===== src/rtl/arm_pkg.sv =====
// rtl/arm_pkg.sv - shared ARM pipeline encodings, field widths and control-group type
//
// Purpose : ALU command encodings, register-index and immediate field widths,
//           and the packed control-bit group carried between pipeline stages.
// Ports   : none (package).
package arm_pkg;

    localparam int ALU_CMD_W  = 4;
    localparam int REG_IDX_W  = 4;
    localparam int SHIFT_OP_W = 12;
    localparam int IMM24_W    = 24;

    typedef logic [ALU_CMD_W-1:0] alu_cmd_t;

    localparam alu_cmd_t ALU_MOV = 4'b0001;
    localparam alu_cmd_t ALU_MVN = 4'b1001;
    localparam alu_cmd_t ALU_ADD = 4'b0010;
    localparam alu_cmd_t ALU_ADC = 4'b0011;
    localparam alu_cmd_t ALU_SUB = 4'b0100;
    localparam alu_cmd_t ALU_SBC = 4'b0101;
    localparam alu_cmd_t ALU_AND = 4'b0110;
    localparam alu_cmd_t ALU_ORR = 4'b0111;
    localparam alu_cmd_t ALU_EOR = 4'b1000;

    // Control bits that must be zero for a bubble; valid is the MSB.
    typedef struct packed {
        logic valid;
        logic wb_en;
        logic mem_read;
        logic mem_write;
        logic b;
        logic s;
    } ctrl_t;

    localparam int CTRL_W = $bits(ctrl_t);

    // A non-valid slot carries no control effect at all.
    function automatic ctrl_t gate_ctrl(input ctrl_t c, input logic keep);
        ctrl_t r;
        r = keep ? c : '0;
        return r;
    endfunction

endpackage


===== src/rtl/pipe_reg.sv =====
// rtl/pipe_reg.sv - generic pipeline register with async reset, enable and synchronous clear
//
// Purpose : one field group of a pipeline stage register.
// Ports   : clk   - clock, rising edge
//           rst   - asynchronous active-high reset, clears q
//           en    - load d on the next edge
//           clr   - load zero on the next edge, overrides en
//           d / q - data in / registered data out (WIDTH bits)
module pipe_reg #(
    parameter int WIDTH = 1
) (
    input  logic             clk,
    input  logic             rst,
    input  logic             en,
    input  logic             clr,
    input  logic [WIDTH-1:0] d,
    output logic [WIDTH-1:0] q
);

    always_ff @(posedge clk or posedge rst) begin
        if (rst) begin
            q <= '0;
        end else if (clr) begin
            q <= '0;
        end else if (en) begin
            q <= d;
        end
    end

endmodule


===== src/rtl/id_ex_stage_reg.sv =====
// rtl/id_ex_stage_reg.sv - ID/EX pipeline register with stall, flush and bubble counter
//
// Purpose : carries a decoded instruction from ID into EXE. freeze holds the
//           stage, flush squashes the incoming instruction (flush wins over
//           freeze), valid_in=0 inserts a bubble. bubble_cnt counts, with
//           saturation, every load that leaves EXE holding a bubble.
// Ports   : clk, rst (async active-high)
//           freeze, flush                     - stage control
//           valid_in, wb_en_in, mem_read_in, mem_write_in, b_in, s_in
//                                             - control bits in
//           alu_command_in, pc_in, val_rn_in, val_rm_in, imm_in,
//           shift_operand_in, signed_imm_24_in, dest_in, src1_in, src2_in,
//           carry_in                          - datapath fields in
//           *_out                             - registered counterparts
//           bubble_cnt                        - saturating bubble count
module id_ex_stage_reg
    import arm_pkg::*;
#(
    parameter int WIDTH = 32,
    parameter int CNT_W = 16
) (
    input  logic                  clk,
    input  logic                  rst,
    input  logic                  freeze,
    input  logic                  flush,
    input  logic                  valid_in,
    input  logic                  wb_en_in,
    input  logic                  mem_read_in,
    input  logic                  mem_write_in,
    input  logic                  b_in,
    input  logic                  s_in,
    input  logic [ALU_CMD_W-1:0]  alu_command_in,
    input  logic [WIDTH-1:0]      pc_in,
    input  logic [WIDTH-1:0]      val_rn_in,
    input  logic [WIDTH-1:0]      val_rm_in,
    input  logic                  imm_in,
    input  logic [SHIFT_OP_W-1:0] shift_operand_in,
    input  logic [IMM24_W-1:0]    signed_imm_24_in,
    input  logic [REG_IDX_W-1:0]  dest_in,
    input  logic [REG_IDX_W-1:0]  src1_in,
    input  logic [REG_IDX_W-1:0]  src2_in,
    input  logic                  carry_in,
    output logic                  valid_out,
    output logic                  wb_en_out,
    output logic                  mem_read_out,
    output logic                  mem_write_out,
    output logic                  b_out,
    output logic                  s_out,
    output logic [ALU_CMD_W-1:0]  alu_command_out,
    output logic [WIDTH-1:0]      pc_out,
    output logic [WIDTH-1:0]      val_rn_out,
    output logic [WIDTH-1:0]      val_rm_out,
    output logic                  imm_out,
    output logic [SHIFT_OP_W-1:0] shift_operand_out,
    output logic [IMM24_W-1:0]    signed_imm_24_out,
    output logic [REG_IDX_W-1:0]  dest_out,
    output logic [REG_IDX_W-1:0]  src1_out,
    output logic [REG_IDX_W-1:0]  src2_out,
    output logic                  carry_out,
    output logic [CNT_W-1:0]      bubble_cnt
);

    localparam int DP_W = ALU_CMD_W + 3 * WIDTH + 1 + SHIFT_OP_W + IMM24_W
                        + 3 * REG_IDX_W + 1;

    logic            load;
    logic            bubble;
    ctrl_t           ctrl_raw;
    ctrl_t           ctrl_d;
    ctrl_t           ctrl_q;
    logic [DP_W-1:0] dp_d;
    logic [DP_W-1:0] dp_q;
    logic [CNT_W-1:0] cnt_q;

    // flush forces a load even while frozen so the squash always lands.
    assign load   = ~freeze | flush;
    assign bubble = load & (flush | ~valid_in);

    assign ctrl_raw = '{valid:     valid_in,
                        wb_en:     wb_en_in,
                        mem_read:  mem_read_in,
                        mem_write: mem_write_in,
                        b:         b_in,
                        s:         s_in};
    assign ctrl_d   = gate_ctrl(ctrl_raw, valid_in);

    pipe_reg #(.WIDTH(CTRL_W)) u_ctrl_reg (
        .clk (clk),
        .rst (rst),
        .en  (load),
        .clr (flush),
        .d   (ctrl_d),
        .q   (ctrl_q)
    );

    // Datapath fields keep loading on flush; they are meaningless once
    // valid_out is low, so no clear is needed here.
    assign dp_d = {alu_command_in, pc_in, val_rn_in, val_rm_in, imm_in,
                   shift_operand_in, signed_imm_24_in, dest_in, src1_in,
                   src2_in, carry_in};

    pipe_reg #(.WIDTH(DP_W)) u_dp_reg (
        .clk (clk),
        .rst (rst),
        .en  (load),
        .clr (1'b0),
        .d   (dp_d),
        .q   (dp_q)
    );

    assign {alu_command_out, pc_out, val_rn_out, val_rm_out, imm_out,
            shift_operand_out, signed_imm_24_out, dest_out, src1_out,
            src2_out, carry_out} = dp_q;

    // Side-effecting bits are gated by valid as a second line of defence.
    assign valid_out     = ctrl_q.valid;
    assign wb_en_out     = ctrl_q.wb_en & ctrl_q.valid;
    assign mem_read_out  = ctrl_q.mem_read;
    assign mem_write_out = ctrl_q.mem_write & ctrl_q.valid;
    assign b_out         = ctrl_q.b;
    assign s_out         = ctrl_q.s;

    always_ff @(posedge clk or posedge rst) begin
        if (rst) begin
            cnt_q <= '0;
        end else if (bubble && (cnt_q != {CNT_W{1'b1}})) begin
            cnt_q <= cnt_q + CNT_W'(1);
        end
    end

    assign bubble_cnt = cnt_q;

endmodule


===== config.mk =====
export PLATFORM = sky130hd
export DESIGN_NAME = id_ex_stage_reg
export DESIGN_NICKNAME = d
export VERILOG_FILES = /design/src/rtl/arm_pkg.sv /design/src/rtl/pipe_reg.sv /design/src/rtl/id_ex_stage_reg.sv
export SDC_FILE = /design/constraint.sdc
export NUM_CORES = 1
export LEC_CHECK = 0
export ABC_AREA = 1
export CORE_MARGIN = 2
export CORE_UTILIZATION = 37
export CTS_CLUSTER_SIZE = 40
export DETAILED_ROUTE_END_ITERATION = 8
export PLACE_DENSITY = 0.77
export SYNTH_ARGS = -nofsm -noshare
export SYNTH_HDL_FRONTEND = slang
export SYNTH_SLANG_ARGS = --single-unit

===== constraint.sdc =====
create_clock -name clk -period 5.55 [get_ports clk]
set_input_delay 1.11 -clock clk [delete_from_list [all_inputs] [get_ports clk]]
set_output_delay 1.11 -clock clk [all_outputs]
set_load 0.01 [all_outputs]

==> impl_metrics.json <==
{
  "die_y_um": 140.9,
  "worst_pin_slew_ns": 0.9615,
  "postCtsHoldBufs": 0,
  "worstHoldStart": "u_dp_reg.q[66]",
  "grt_pass1_vias": 6141,
  "clk_latency_ns": 0.42,
  "peakVddDrop_uv": 209.9,
  "drive_above_1_share": 0.04708,
  "powerDensity_mw_per_mm2": 306.3,
  "antenna_found_initial": 0,
  "final_util": 0.5941,
  "syn_to_final_growth_pct": 59.13,
  "track_usage": 0.2037,
  "vias": 6331,
  "worstSetupPathType": "in2reg",
  "yosys_warnings": 0,
  "initial_core_util": 0.3733,
  "r2r-start": "bubble_cnt[0]",
  "ant_nets": 0,
  "seq_area_frac_synth": 0.6205,
  "htreeDepth": 4,
  "cp.arrival_ns": 3.55,
  "cts_buffer_depth": 2,
  "cts.sinks": 172,
  "dieWidth_um": 140.9,
  "ioPinCount": 332,
  "rsz0062_at_grt": "false",
  "relSlewSlack": 0.3576,
  "drt_iter0_drc": 289,
  "leakage_nw": 5.358,
  "critPathCaptureType": "flop",
  "multiInputGateArea_mm2": 0.002379,
  "synth-seq-cells": 172,
  "clockRootBuffer": "clkbuf_16",
  "cp.buffers_inverters": 4,
  "drc_errors": 0,
  "cp_top_family": "buffers and inverters",
  "dpl.hpwl_um": 14430,
  "gp_congestion": 0.8420,
  "avgSynthCellArea_um2": 8.511,
  "cts.clk_slew.worst_paths_ns": 0.07,
  "synth_ff_type": "dfrtp_1",
  "cp-startpoint": "freeze",
  "drt_wl_total_um": 20370,
  "cts_buffers": 17,
  "max_freq_mhz": 313.7,
  "seq_area_mm2": 0.004304,
  "period_needed_ns": 3.188,
  "worst-endpoint-required_ns": 5.91,
  "status": "finished clean",
  "cap_violations": 0,
  "cpPeakStageDelay_ns": 0.74,
  "num_rows": 50,
  "fillers": 1610,
  "fp.dieArea_mm2": 0.01986,
  "core_area_mm2": 0.01858,
  "cts_resized": 0,
  "post-cts-setup-buffers": 0,
  "critPathSlowestCell": "buf_4",
  "diodes": 0,
  "drv_slew": 0,
  "via_per_inst": 4.584,
  "start_kind": "primary input",
  "finalNetCount": 1297,
  "crit_fanout": 86,
  "hp-class": "reg2reg",
  "finalHoldViolations": 0,
  "ys_types": 22,
  "netlist_area_mm2": 0.006937,
  "fin_crit_sh": 0.5745,
  "synth_edf_count": 0,
  "setup_viol_count_final": 0,
  "tritoncts": "done",
  "postSynthNetCount": 976,
  "fin_worst_skew_ns": 0.008709,
  "grt_pass1_wl_um": 31820,
  "grt_overflow": 0,
  "grt_max_degree": 87,
  "wl_per_cell_um": 14.75,
  "firstDrtPassIters": 4,
  "path_cells": "clkdlybuf4s50_1 > inv_1 > nor2_4 > buf_4 > buf_4 > nand2_1 > nand2_1",
  "io_buffers": 331,
  "finalSetupTns_ns": 0,
  "synth_cells": 815,
  "postSynth.asyncResetShare": 1.000
}
## power by group
part,internal (mW),switching [mW],total (mW),leakage (nW)
sequential,1.37,0.0923,1.46,2.09
clock,0.754,0.505,1.26,0.300
combinational,0.365,0.293,0.659,2.97
total,2.49,0.891,3.38,5.36
## layout by cell type, fill, tap and decap left out, drive strengths merged
cell type	synthesis	routed
dfrtp	172	172
ha	1	1
inv	18	21
o21ai	10	10
clkinvlp	0	2
xnor2	5	5
clkdlybuf4s50	0	331
bufinv	0	4
clkbuf	6	17
buf	29	6
clkinv	0	4
nand2	530	530
nor3	1	1
nand4	5	5
nor2	27	27
nand3	11	11
## cells in the mapped netlist, types with 2 or more instances
library cell,instances,area share
dfrtp_1,172,0.62
nand4_1,5,0.0045
nor2_4,3,0.0049
o21ai_2,2,0.0025
nand2_4,2,0.0032
buf_2,27,0.019
nand3_1,11,0.0079
clkbuf_1,6,0.0032
nand2_1,526,0.28
o21ai_0,8,0.0058
nor2_1,19,0.010
nor2_2,3,0.0027
inv_1,15,0.0081
nand2_2,2,0.0018
nor2_8,2,0.0058
xnor2_1,5,0.0063
inv_2,2,0.0011
## kinds of logic after synthesis
group | Yosys count | synth area share
DFF | 172 | 0.6205
AOI/OAI and AO/OA | 10 | 0.008298
xor gates and xnor gates | 5 | 0.006313
and+or+nand+nor | 574 | 0.3265
adders and majority gates | 1 | 0.001803
buffers and inverters | 53 | 0.03662
## layout make-up
type                            count  share of cell area
Timing Repair Buffer              337              0.3054
Multi-Input combinational cell    590              0.2155
Inverter                           18            0.006915
Sequential cell                   172              0.3899
Clock buffer                       17             0.03854
Tap cell                          234             0.02652
Clock inverter                     13             0.01723
## registers in the layout (all words and copies together) (netlist names)
name,flops
bubble_cnt,16
u_ctrl_reg.q,6
u_dp_reg.q,150
## final timing paths
kind                                   to  slack [ns]  cells after the start
max                        u_dp_reg.q[30]        2.36                      7
max in group asynchronous   bubble_cnt[2]        3.22                      3
min reg2reg                u_dp_reg.q[66]        0.48                      2
min in group asynchronous  u_dp_reg.q[25]        1.24                      2
min                        u_dp_reg.q[66]        0.48                      2
max reg2reg                 bubble_cnt[5]        3.84                      8
## metal layers
| layer | vias to the layer above | wire (µm) | GRT usage | part of all wire |
|---|---|---|---|---|
| met4 | 0 | 464 | 0.06737 | 0.023 |
| met5 | - | 0 | 0 | 0 |
| met2 | 241 | 9750 | 0.3353 | 0.48 |
| met1 | 2964 | 8453 | 0.2504 | 0.42 |
| li1 | 3094 | - | - | - |
| met3 | 32 | 1697 | 0.07371 | 0.083 |
## per-stage QoR
| step | std cells | cell area [µm²] | setup slack [ns] | power, mW | hold slack (ns) |
|---|---|---|---|---|---|
| after floorplan | 815 | 6940 | 2.243 | 1.725 | 0.4494 |
| after global placement | 1351 | 10420 | 1.946 | 2.132 | 0.4603 |
| after detailed placement | 1351 | 10420 | 1.894 | 2.149 | 0.4639 |
| after CTS | 1381 | 11040 | 2.348 | 3.417 | 0.4815 |
| after global routing | 1381 | 11040 | 2.157 | 3.537 | 0.5001 |
| final | 1381 | 11040 | 2.362 | 3.381 | 0.4789 |
## worst min-delay path: stages (launching register included)
cell and delay (ns):
dfrtp_1 0.34, nand2_1 0.05, nand2_1 0.05
No activity file was read; power rests on OpenSTA's default activity.
